### src/rtl/motor_ramp_pkg.sv
// Shared definitions for the motor ramp sequencer: opcodes, command fields, FSM states.
// Latency: none (constants and types only).
// Backpressure: not applicable.
package motor_ramp_pkg;

  // Command opcodes carried in cmd_data[9:8]
  localparam logic [1:0] OP_SET      = 2'b00;
  localparam logic [1:0] OP_SET_NOW  = 2'b01;
  localparam logic [1:0] OP_STOP     = 2'b10;
  localparam logic [1:0] OP_ALL_STOP = 2'b11;

  // Command word layout: [11:10] channel, [9:8] opcode, [7:0] value
  localparam int CMD_W       = 12;
  localparam int CMD_CH_LSB  = 10;
  localparam int CMD_CH_W    = 2;
  localparam int CMD_OP_LSB  = 8;
  localparam int CMD_OP_W    = 2;
  localparam int CMD_VAL_LSB = 0;
  localparam int CMD_VAL_W   = 8;

  // Sequencer states: IDLE takes commands, RAMP walks the channels
  typedef enum logic {
    S_IDLE = 1'b0,
    S_RAMP = 1'b1
  } state_t;

endpackage

### src/rtl/ramp_tick_gen.sv
// Free-running divider: pulses tick for one cycle every TICK_DIV clk_sys cycles.
// Latency: tick is high while the counter sits at TICK_DIV-1; counter wraps on that edge.
// Backpressure: none; runs unconditionally outside reset.
module ramp_tick_gen
  import motor_ramp_pkg::*;
#(
  parameter int TICK_DIV = 1000
) (
  input  logic clk_sys,
  input  logic rst,
  output logic tick
);

  localparam int CW = (TICK_DIV > 1) ? $clog2(TICK_DIV) : 1;

  logic [CW-1:0] cnt;

  assign tick = (cnt == CW'(TICK_DIV - 1));

  // Count 0..TICK_DIV-1 and wrap when the tick fires
  always_ff @(posedge clk_sys) begin
    if (rst) begin
      cnt <= '0;
    end else if (tick) begin
      cnt <= '0;
    end else begin
      cnt <= cnt + CW'(1);
    end
  end

endmodule

### src/rtl/motor_ramp_sequencer.sv
// Command-driven duty sequencer: holds a target per motor channel and slews pwm_set toward it.
// Latency: register updates land on the edge after the handshake; ramp visits one channel per cycle.
// Backpressure: cmd_ready low for NCH cycles during each ramp pass. Optional watchdog: MOTOR_RAMP_WDOG_EN.
module motor_ramp_sequencer
  import motor_ramp_pkg::*;
#(
  parameter int NCH      = 4,
  parameter int DUTY_W   = 8,
  parameter int STEP     = 4,
  parameter int TICK_DIV = 1000,
  parameter int WDOG_TKS = 250
) (
  input  logic                    clk_sys,
  input  logic                    rst,
  input  logic                    cmd_valid,
  output logic                    cmd_ready,
  input  logic [CMD_W-1:0]        cmd_data,
  output logic [NCH*DUTY_W-1:0]   pwm_set,
  output logic [NCH-1:0]          ch_busy,
  output logic                    wdog_trip,
  output logic                    cmd_err
);

  localparam int                IDX_W    = (NCH > 1) ? $clog2(NCH) : 1;
  localparam logic [IDX_W-1:0]  LAST_IDX = IDX_W'(NCH - 1);
  localparam logic [DUTY_W-1:0] STEP_V   = DUTY_W'(STEP);

  logic                           tick;
  state_t                         state;
  logic [IDX_W-1:0]               idx;
  logic [NCH-1:0][DUTY_W-1:0]     cur_q;
  logic [NCH-1:0][DUTY_W-1:0]     tgt_q;

  logic [CMD_CH_W-1:0]            cmd_ch;
  logic [CMD_OP_W-1:0]            cmd_op;
  logic [DUTY_W-1:0]              cmd_val;
  logic                           ch_ok;
  logic                           cmd_fire;
  logic                           cmd_take;
  logic                           wdog_zero;

  logic [DUTY_W-1:0]              s_cur;
  logic [DUTY_W-1:0]              s_tgt;
  logic [DUTY_W-1:0]              s_gap;
  logic [DUTY_W-1:0]              s_next;

  ramp_tick_gen #(
    .TICK_DIV (TICK_DIV)
  ) u_tick (
    .clk_sys (clk_sys),
    .rst     (rst),
    .tick    (tick)
  );

  assign cmd_ch   = cmd_data[CMD_CH_LSB +: CMD_CH_W];
  assign cmd_op   = cmd_data[CMD_OP_LSB +: CMD_OP_W];
  assign cmd_val  = DUTY_W'(cmd_data[CMD_VAL_LSB +: CMD_VAL_W]);
  assign ch_ok    = (32'(cmd_ch) < 32'(NCH));
  assign cmd_ready = (state == S_IDLE);
  assign cmd_fire = cmd_valid & cmd_ready;
  assign pwm_set  = cur_q;

  // One shared step unit, pointed at the channel selected by idx
  always_comb begin
    s_cur  = cur_q[idx];
    s_tgt  = tgt_q[idx];
    s_gap  = '0;
    s_next = s_cur;
    if (s_cur < s_tgt) begin
      s_gap  = s_tgt - s_cur;
      s_next = s_cur + ((s_gap > STEP_V) ? STEP_V : s_gap);
    end else if (s_cur > s_tgt) begin
      s_gap  = s_cur - s_tgt;
      s_next = s_cur - ((s_gap > STEP_V) ? STEP_V : s_gap);
    end
  end

  // A channel is busy until its live duty has caught up with its target
  always_comb begin
    for (int n = 0; n < NCH; n++) begin
      ch_busy[n] = (cur_q[n] != tgt_q[n]);
    end
  end

  // Sequencer FSM: wait for a tick in IDLE, then sweep idx across all channels
  always_ff @(posedge clk_sys) begin
    if (rst) begin
      state <= S_IDLE;
      idx   <= '0;
    end else begin
      case (state)
        S_IDLE: begin
          if (tick) begin
            state <= S_RAMP;
            idx   <= '0;
          end
        end
        S_RAMP: begin
          if (idx == LAST_IDX) begin
            state <= S_IDLE;
            idx   <= '0;
          end else begin
            idx <= idx + IDX_W'(1);
          end
        end
        default: begin
          state <= S_IDLE;
          idx   <= '0;
        end
      endcase
    end
  end

  // Live duty and targets: ramp writes only in RAMP, commands only land in IDLE
  always_ff @(posedge clk_sys) begin
    if (rst) begin
      cur_q <= '0;
      tgt_q <= '0;
    end else begin
      if (state == S_RAMP) begin
        cur_q[idx] <= s_next;
      end
      if (wdog_zero) begin
        tgt_q <= '0;
      end else if (cmd_take) begin
        case (cmd_op)
          OP_SET: begin
            if (ch_ok) tgt_q[cmd_ch] <= cmd_val;
          end
          OP_SET_NOW: begin
            if (ch_ok) begin
              tgt_q[cmd_ch] <= cmd_val;
              cur_q[cmd_ch] <= cmd_val;
            end
          end
          OP_STOP: begin
            if (ch_ok) tgt_q[cmd_ch] <= '0;
          end
          default: begin
            tgt_q <= '0;
          end
        endcase
      end
    end
  end

`ifdef MOTOR_RAMP_WDOG_EN
  localparam int WCW = $clog2(WDOG_TKS + 1);

  logic [WCW-1:0] wdog_cnt;
  logic           trip_q;
  logic           err_q;
  logic           cmd_drop;

  // While tripped only ALL_STOP is honoured; anything else is swallowed
  assign cmd_drop  = cmd_fire & trip_q & (cmd_op != OP_ALL_STOP);
  assign cmd_take  = cmd_fire & ~cmd_drop;
  // Trip on the tick that brings the idle count up to WDOG_TKS
  assign wdog_zero = tick & ~cmd_fire & ~trip_q & (wdog_cnt == WCW'(WDOG_TKS - 1));
  assign wdog_trip = trip_q;
  assign cmd_err   = err_q;

  // Watchdog: count idle ticks, trip and hold until ALL_STOP arrives
  always_ff @(posedge clk_sys) begin
    if (rst) begin
      wdog_cnt <= '0;
      trip_q   <= 1'b0;
      err_q    <= 1'b0;
    end else begin
      err_q <= cmd_drop;
      if (cmd_fire) begin
        wdog_cnt <= '0;
        if (cmd_op == OP_ALL_STOP) trip_q <= 1'b0;
      end else if (wdog_zero) begin
        wdog_cnt <= WCW'(WDOG_TKS);
        trip_q   <= 1'b1;
      end else if (tick && !trip_q) begin
        wdog_cnt <= wdog_cnt + WCW'(1);
      end
    end
  end
`else
  assign cmd_take  = cmd_fire;
  assign wdog_zero = 1'b0;
  assign wdog_trip = 1'b0;
  assign cmd_err   = 1'b0;
`endif

endmodule
### config.mk
export PLATFORM = sky130hd
export DESIGN_NAME = motor_ramp_sequencer
export DESIGN_NICKNAME = d
export VERILOG_FILES = /design/src/rtl/motor_ramp_pkg.sv /design/src/rtl/ramp_tick_gen.sv /design/src/rtl/motor_ramp_sequencer.sv
export SDC_FILE = /design/constraint.sdc
export NUM_CORES = 1
export LEC_CHECK = 0
export ABC_AREA = 1
export BUFFER_PORTS_ARGS = -buffer_cell sky130_fd_sc_hd__buf_4
export CAP_MARGIN = 20
export CORE_MARGIN = 8
export CORE_UTILIZATION = 60
export CTS_BUF_LIST = sky130_fd_sc_hd__clkbuf_16
export DETAILED_ROUTE_END_ITERATION = 8
export PLACE_DENSITY = 0.81
export SETUP_SLACK_MARGIN = 0.5
export SLEW_MARGIN = 5
export SYNTH_ARGS = -nofsm -noshare
export SYNTH_HDL_FRONTEND = slang
export SYNTH_SLANG_ARGS = --single-unit
### constraint.sdc
create_clock -name clk_sys -period 5.2 [get_ports clk_sys]
set_clock_uncertainty 0.1 [all_clocks]
set_input_delay 0.52 -clock clk_sys [delete_from_list [all_inputs] [get_ports clk_sys]]
set_output_delay 0.52 -clock clk_sys [all_outputs]
set_load 0.05 [all_outputs]
==> impl_summary.md <==
Run status
The flow ran to the end, and the final reports show no timing, DRC or antenna violations.

Floorplan
The die covers 12840 um2. The die outline width is 113.3 um. The height of the die is 113.3 um. The initial cell density of the core is 61.78%.

The number of cell rows is 35. In this run the count of I/O pins placed on the die edge is 54. The core footprint is 9196 um2.

Global route
The initial antenna violation count was 0. The number of global-route vias before repair came to 5684. The overflow left after global routing is 0.

The global router's overall resource usage is 28.56%. The first global-routing pass estimated 29310 um of wire. The pin count of the biggest net entering global routing is 52.

CTS
CTS saw 77 sinks. The clock passes through at most 2 buffers. In this run, post-CTS hold repair placed 0 buffers. The clock root buffer master is sky130_fd_sc_hd__clkbuf_16. Clock latency on the worst-skew pair, taken at its later pin, is 0.34 ns.

The clock slew at the register clock pins of the worst setup and hold paths is 0.07 ns. TritonCTS built the clock tree. The total clock buffers created by CTS is 9. CTS built an H-tree with a depth of 3.

Routing
In the routed layout, each cell is associated on average with a via count of 6.126. The DRC violations left is 0. For this run, the detailed router's first-pass iteration total came to 5. After the first detailed-routing iteration, the DRC count stood at 803.

Dividing the detail-routed wire length by the instance count gives 18.66 um. The count of nets left with antenna violations once routing finished came out at 0. Detailed routing inserted a total of 6285 vias. The final wirelength is 19150 um.

STA
Measured against its own limit, the worst slew margin works out to 39.46%. At the pin with the least slew margin, the transition time is 0.9048 ns. Summed over all failing endpoints, the final setup total negative slack is 0 ns. The final max-slew violation count was 0. Setup violations remaining at the end of the flow were counted as 0.

The hold violation total from the final report was 0. The portion of the clock cycle consumed by the worst path in the final layout is 85.56%. The highest achievable clock rate is 0.2248 GHz. Setup repair after global routing could not meet its margin everywhere.

The final critical-path required period is 4.449 ns.

Place
Routability-driven placement finished with a final weighted congestion of 0.9841. The number of buffers added on ports is 51. After legalization and detailed placement, the total HPWL measured 14540 um. The cell count after placement is 1004.

Critical path
The cell depth of the worst flop-to-flop path is 28. Across all register-to-register paths, the minimum setup slack is 0.75 ns. The critical-path cell with the highest stage delay is sky130_fd_sc_hd__fa_1. The end point of the critical path is pwm_set[31]$_SDFF_PP0_. The data arrival time of the worst path is 4.55 ns. The highest net fanout along the worst path is 17.

The endpoint of the lowest-slack register-to-register path is pwm_set[31]$_SDFF_PP0_. The kind of start point of the critical path is a flip-flop. Data on the critical path is required at its endpoint by 5.30 ns. The critical path in this run is classified as flip-flop to flip-flop. In this run the critical register-to-register path is launched from idx[1]$_SDFFE_PP0P_. The beginning of the critical path is idx[1]$_SDFFE_PP0P_.

STA classifies the critical path endpoint as a flip-flop. The critical path's largest stage delay is 0.44 ns. The most numerous cell type found on the critical path is sky130_fd_sc_hd__nand2_1.

Yosys
In the synthesized netlist, the number of instances is 851. In this run, synthesis inferred 0 flip-flops with an integrated enable. Yosys instantiated no cell more often than sky130_fd_sc_hd__nand2_1.

The largest total area in the synthesized netlist belongs to sky130_fd_sc_hd__dfxtp_1. In the synthesized netlist the dominant register cell turns out to be sky130_fd_sc_hd__dfxtp_1. The fraction of synthesized cell area taken by the top area cell type is 27.13%. The flop and latch count out of synthesis is 77. For this run, the register share of the synthesized area comes to 27.13%. The number of different library cells in the post-synthesis netlist is 51.

The synthesized area per cell is 6.676 um2. For this run, asynchronously set or reset flops after synthesis account for 0%. During synthesis, Yosys emitted a total of 0 warnings.

The area of the mapped netlist is 5682 um2. Sorting the synthesized cells by area gives the leading types as sky130_fd_sc_hd__dfxtp_1, sky130_fd_sc_hd__nand2_1, sky130_fd_sc_hd__a21oi_1. Ranked by instance count, the synthesized netlist is headed by sky130_fd_sc_hd__nand2_1, sky130_fd_sc_hd__a21oi_1, sky130_fd_sc_hd__dfxtp_1, sky130_fd_sc_hd__inv_1, sky130_fd_sc_hd__nor2_1.

Flow run
The tool flagged a number of max-cap violations equal to 0.

Layout
The signed area change from the synthesized netlist to the final layout is 17.62%. In the final design database the tool counted 961 nets. Once layout is complete, the cells apart from fillers number 1026. The share of layout cells above drive strength 1 is 17.38%. The number of antenna repair diodes is 0. After filler insertion, the fill cell instance count of the layout stands at 775. Cells fill 72.67% of the core in the end.

Min path
The worst hold path belongs to the class flip-flop to flip-flop.

Power
The standby leakage power is 2.896 nW. The worst IR drop on VDD is 186.5 uV. For this design the ratio of total power to cell area is 257.6 nW/um2.
==> worst max-delay path: cells and delay by family (launching register included) <==
| kind | cells | cell delay [ns] |
|---|---|---|
| buffers and inverters | 3 | 0.44 |
| flip-flops | 1 | 0.39 |
| AO/OA/AOI/OAI | 5 | 0.72 |
| adder cells (fa/ha/maj) | 3 | 1.04 |
| AND/OR/NAND/NOR | 17 | 1.60 |
==> flip-flops by register name, summed over array words and instances, names as in the netlist <==
register    cells
idx             2
pwm_set        32
u_tick.cnt     10
tgt_q          32
state           1
==> cell usage in the layout (no fill, tap or decap), types with 4 or more instances in the layout <==
| cell | Yosys | routed |
|---|---|---|
| sky130_fd_sc_hd__a21oi_1 | 110 | 108 |
| sky130_fd_sc_hd__a21oi_2 | 10 | 12 |
| sky130_fd_sc_hd__a221oi_1 | 12 | 10 |
| sky130_fd_sc_hd__a32oi_1 | 14 | 10 |
| sky130_fd_sc_hd__buf_4 | 5 | 64 |
| sky130_fd_sc_hd__clkbuf_16 | 0 | 9 |
| sky130_fd_sc_hd__clkinv_1 | 5 | 5 |
| sky130_fd_sc_hd__conb_1 | 2 | 10 |
| sky130_fd_sc_hd__dfxtp_1 | 77 | 75 |
| sky130_fd_sc_hd__ha_1 | 32 | 29 |
| sky130_fd_sc_hd__inv_1 | 76 | 74 |
| sky130_fd_sc_hd__inv_2 | 5 | 6 |
| sky130_fd_sc_hd__nand2_1 | 250 | 250 |
| sky130_fd_sc_hd__nand2_2 | 19 | 19 |
| sky130_fd_sc_hd__nand3_1 | 29 | 29 |
| sky130_fd_sc_hd__nand3_2 | 5 | 5 |
| sky130_fd_sc_hd__nand4_1 | 8 | 8 |
| sky130_fd_sc_hd__nor2_1 | 58 | 57 |
| sky130_fd_sc_hd__nor2_2 | 5 | 5 |
| sky130_fd_sc_hd__nor3_1 | 6 | 6 |
| sky130_fd_sc_hd__nor3b_1 | 4 | 4 |
| sky130_fd_sc_hd__o21ai_0 | 22 | 22 |
| sky130_fd_sc_hd__o21ai_1 | 4 | 4 |
| sky130_fd_sc_hd__xnor2_1 | 20 | 20 |
| sky130_fd_sc_hd__xor2_1 | 17 | 17 |
==> kinds of logic after synthesis <==
kind of cell / Yosys count / share of synthesized area [%]
AOI/OAI and AO/OA: 185 / 19.51
xor gates and xnor gates: 37 / 5.704
adders and majority gates: 36 / 8.456
buffers and inverters: 114 / 8.346
DFF: 77 / 27.13
muxes: 2 / 0.4184
other: 2 / 0.1322
and+or+nand+nor: 398 / 30.30
==> repair_timing <==
item,4_1_cts,5_1_grt
resized for setup,8,28
endpoints found under the setup margin,28,28
pin swaps,0,6
setup buffers,2,4
==> power breakdown <==
| group | total, mW | internal, mW | switching, mW |
|---|---|---|---|
| registers | 0.618 | 0.601 | 0.0174 |
| logic | 0.446 | 0.143 | 0.303 |
| clock network | 0.657 | 0.379 | 0.278 |
| total | 1.72 | 1.12 | 0.598 |
==> layer usage <==
| metal | global-route usage, % | part of all wire [%] | wire [um] |
|---|---|---|---|
| met1 | 38.90 | 41 | 7921 |
| met2 | 44.29 | 45 | 8530 |
| met3 | 5.804 | 11 | 2200 |
| met4 | 8.615 | 2.6 | 496 |
| met5 | 0 | 0 | 0 |
==> stage by stage <==
step / setup WS [ns] / power (mW) / hold WS [ns] / area, um2
finish: 0.7510 / 1.721 / 0.3455 / 6683
CTS: 0.5119 / 1.690 / 0.3448 / 6526
detailed placement: 0.2236 / 1.043 / 0.3384 / 6161
global placement: 0.3939 / 1.034 / 0.3288 / 6161
global route: 0.4796 / 1.779 / 0.3585 / 6683
floorplan: 0.7484 / 0.9268 / 0.3175 / 5712
==> worst min path at each step <==
stage          cells past startpoint                startpoint                       end  slack [ns]
2_1_floorplan                      1  u_tick.cnt[0]$_SDFF_PP0_  u_tick.cnt[0]$_SDFF_PP0_        0.32
3_3_place_gp                       1  u_tick.cnt[0]$_SDFF_PP0_  u_tick.cnt[0]$_SDFF_PP0_        0.33
3_5_place_dp                       1  u_tick.cnt[0]$_SDFF_PP0_  u_tick.cnt[0]$_SDFF_PP0_        0.34
4_1_cts                            1  u_tick.cnt[0]$_SDFF_PP0_  u_tick.cnt[0]$_SDFF_PP0_        0.34
5_1_grt                            1  u_tick.cnt[0]$_SDFF_PP0_  u_tick.cnt[0]$_SDFF_PP0_        0.36
6_report                           1  u_tick.cnt[0]$_SDFF_PP0_  u_tick.cnt[0]$_SDFF_PP0_        0.35
==> area by class of cell <==
cell class / count / area, um2 / share of cell area (%)
well taps: 111 / 138.9 / 2.078
multi-input cells: 668 / 3832 / 57.35
clock inverters: 7 / 80.08 / 1.198
clock buffers: 9 / 225.2 / 3.370
inverters: 88 / 347.8 / 5.205
repair buffers: 66 / 511.7 / 7.658
flip-flops and latches: 77 / 1546 / 23.14
(Power assumes the default switching activity.)
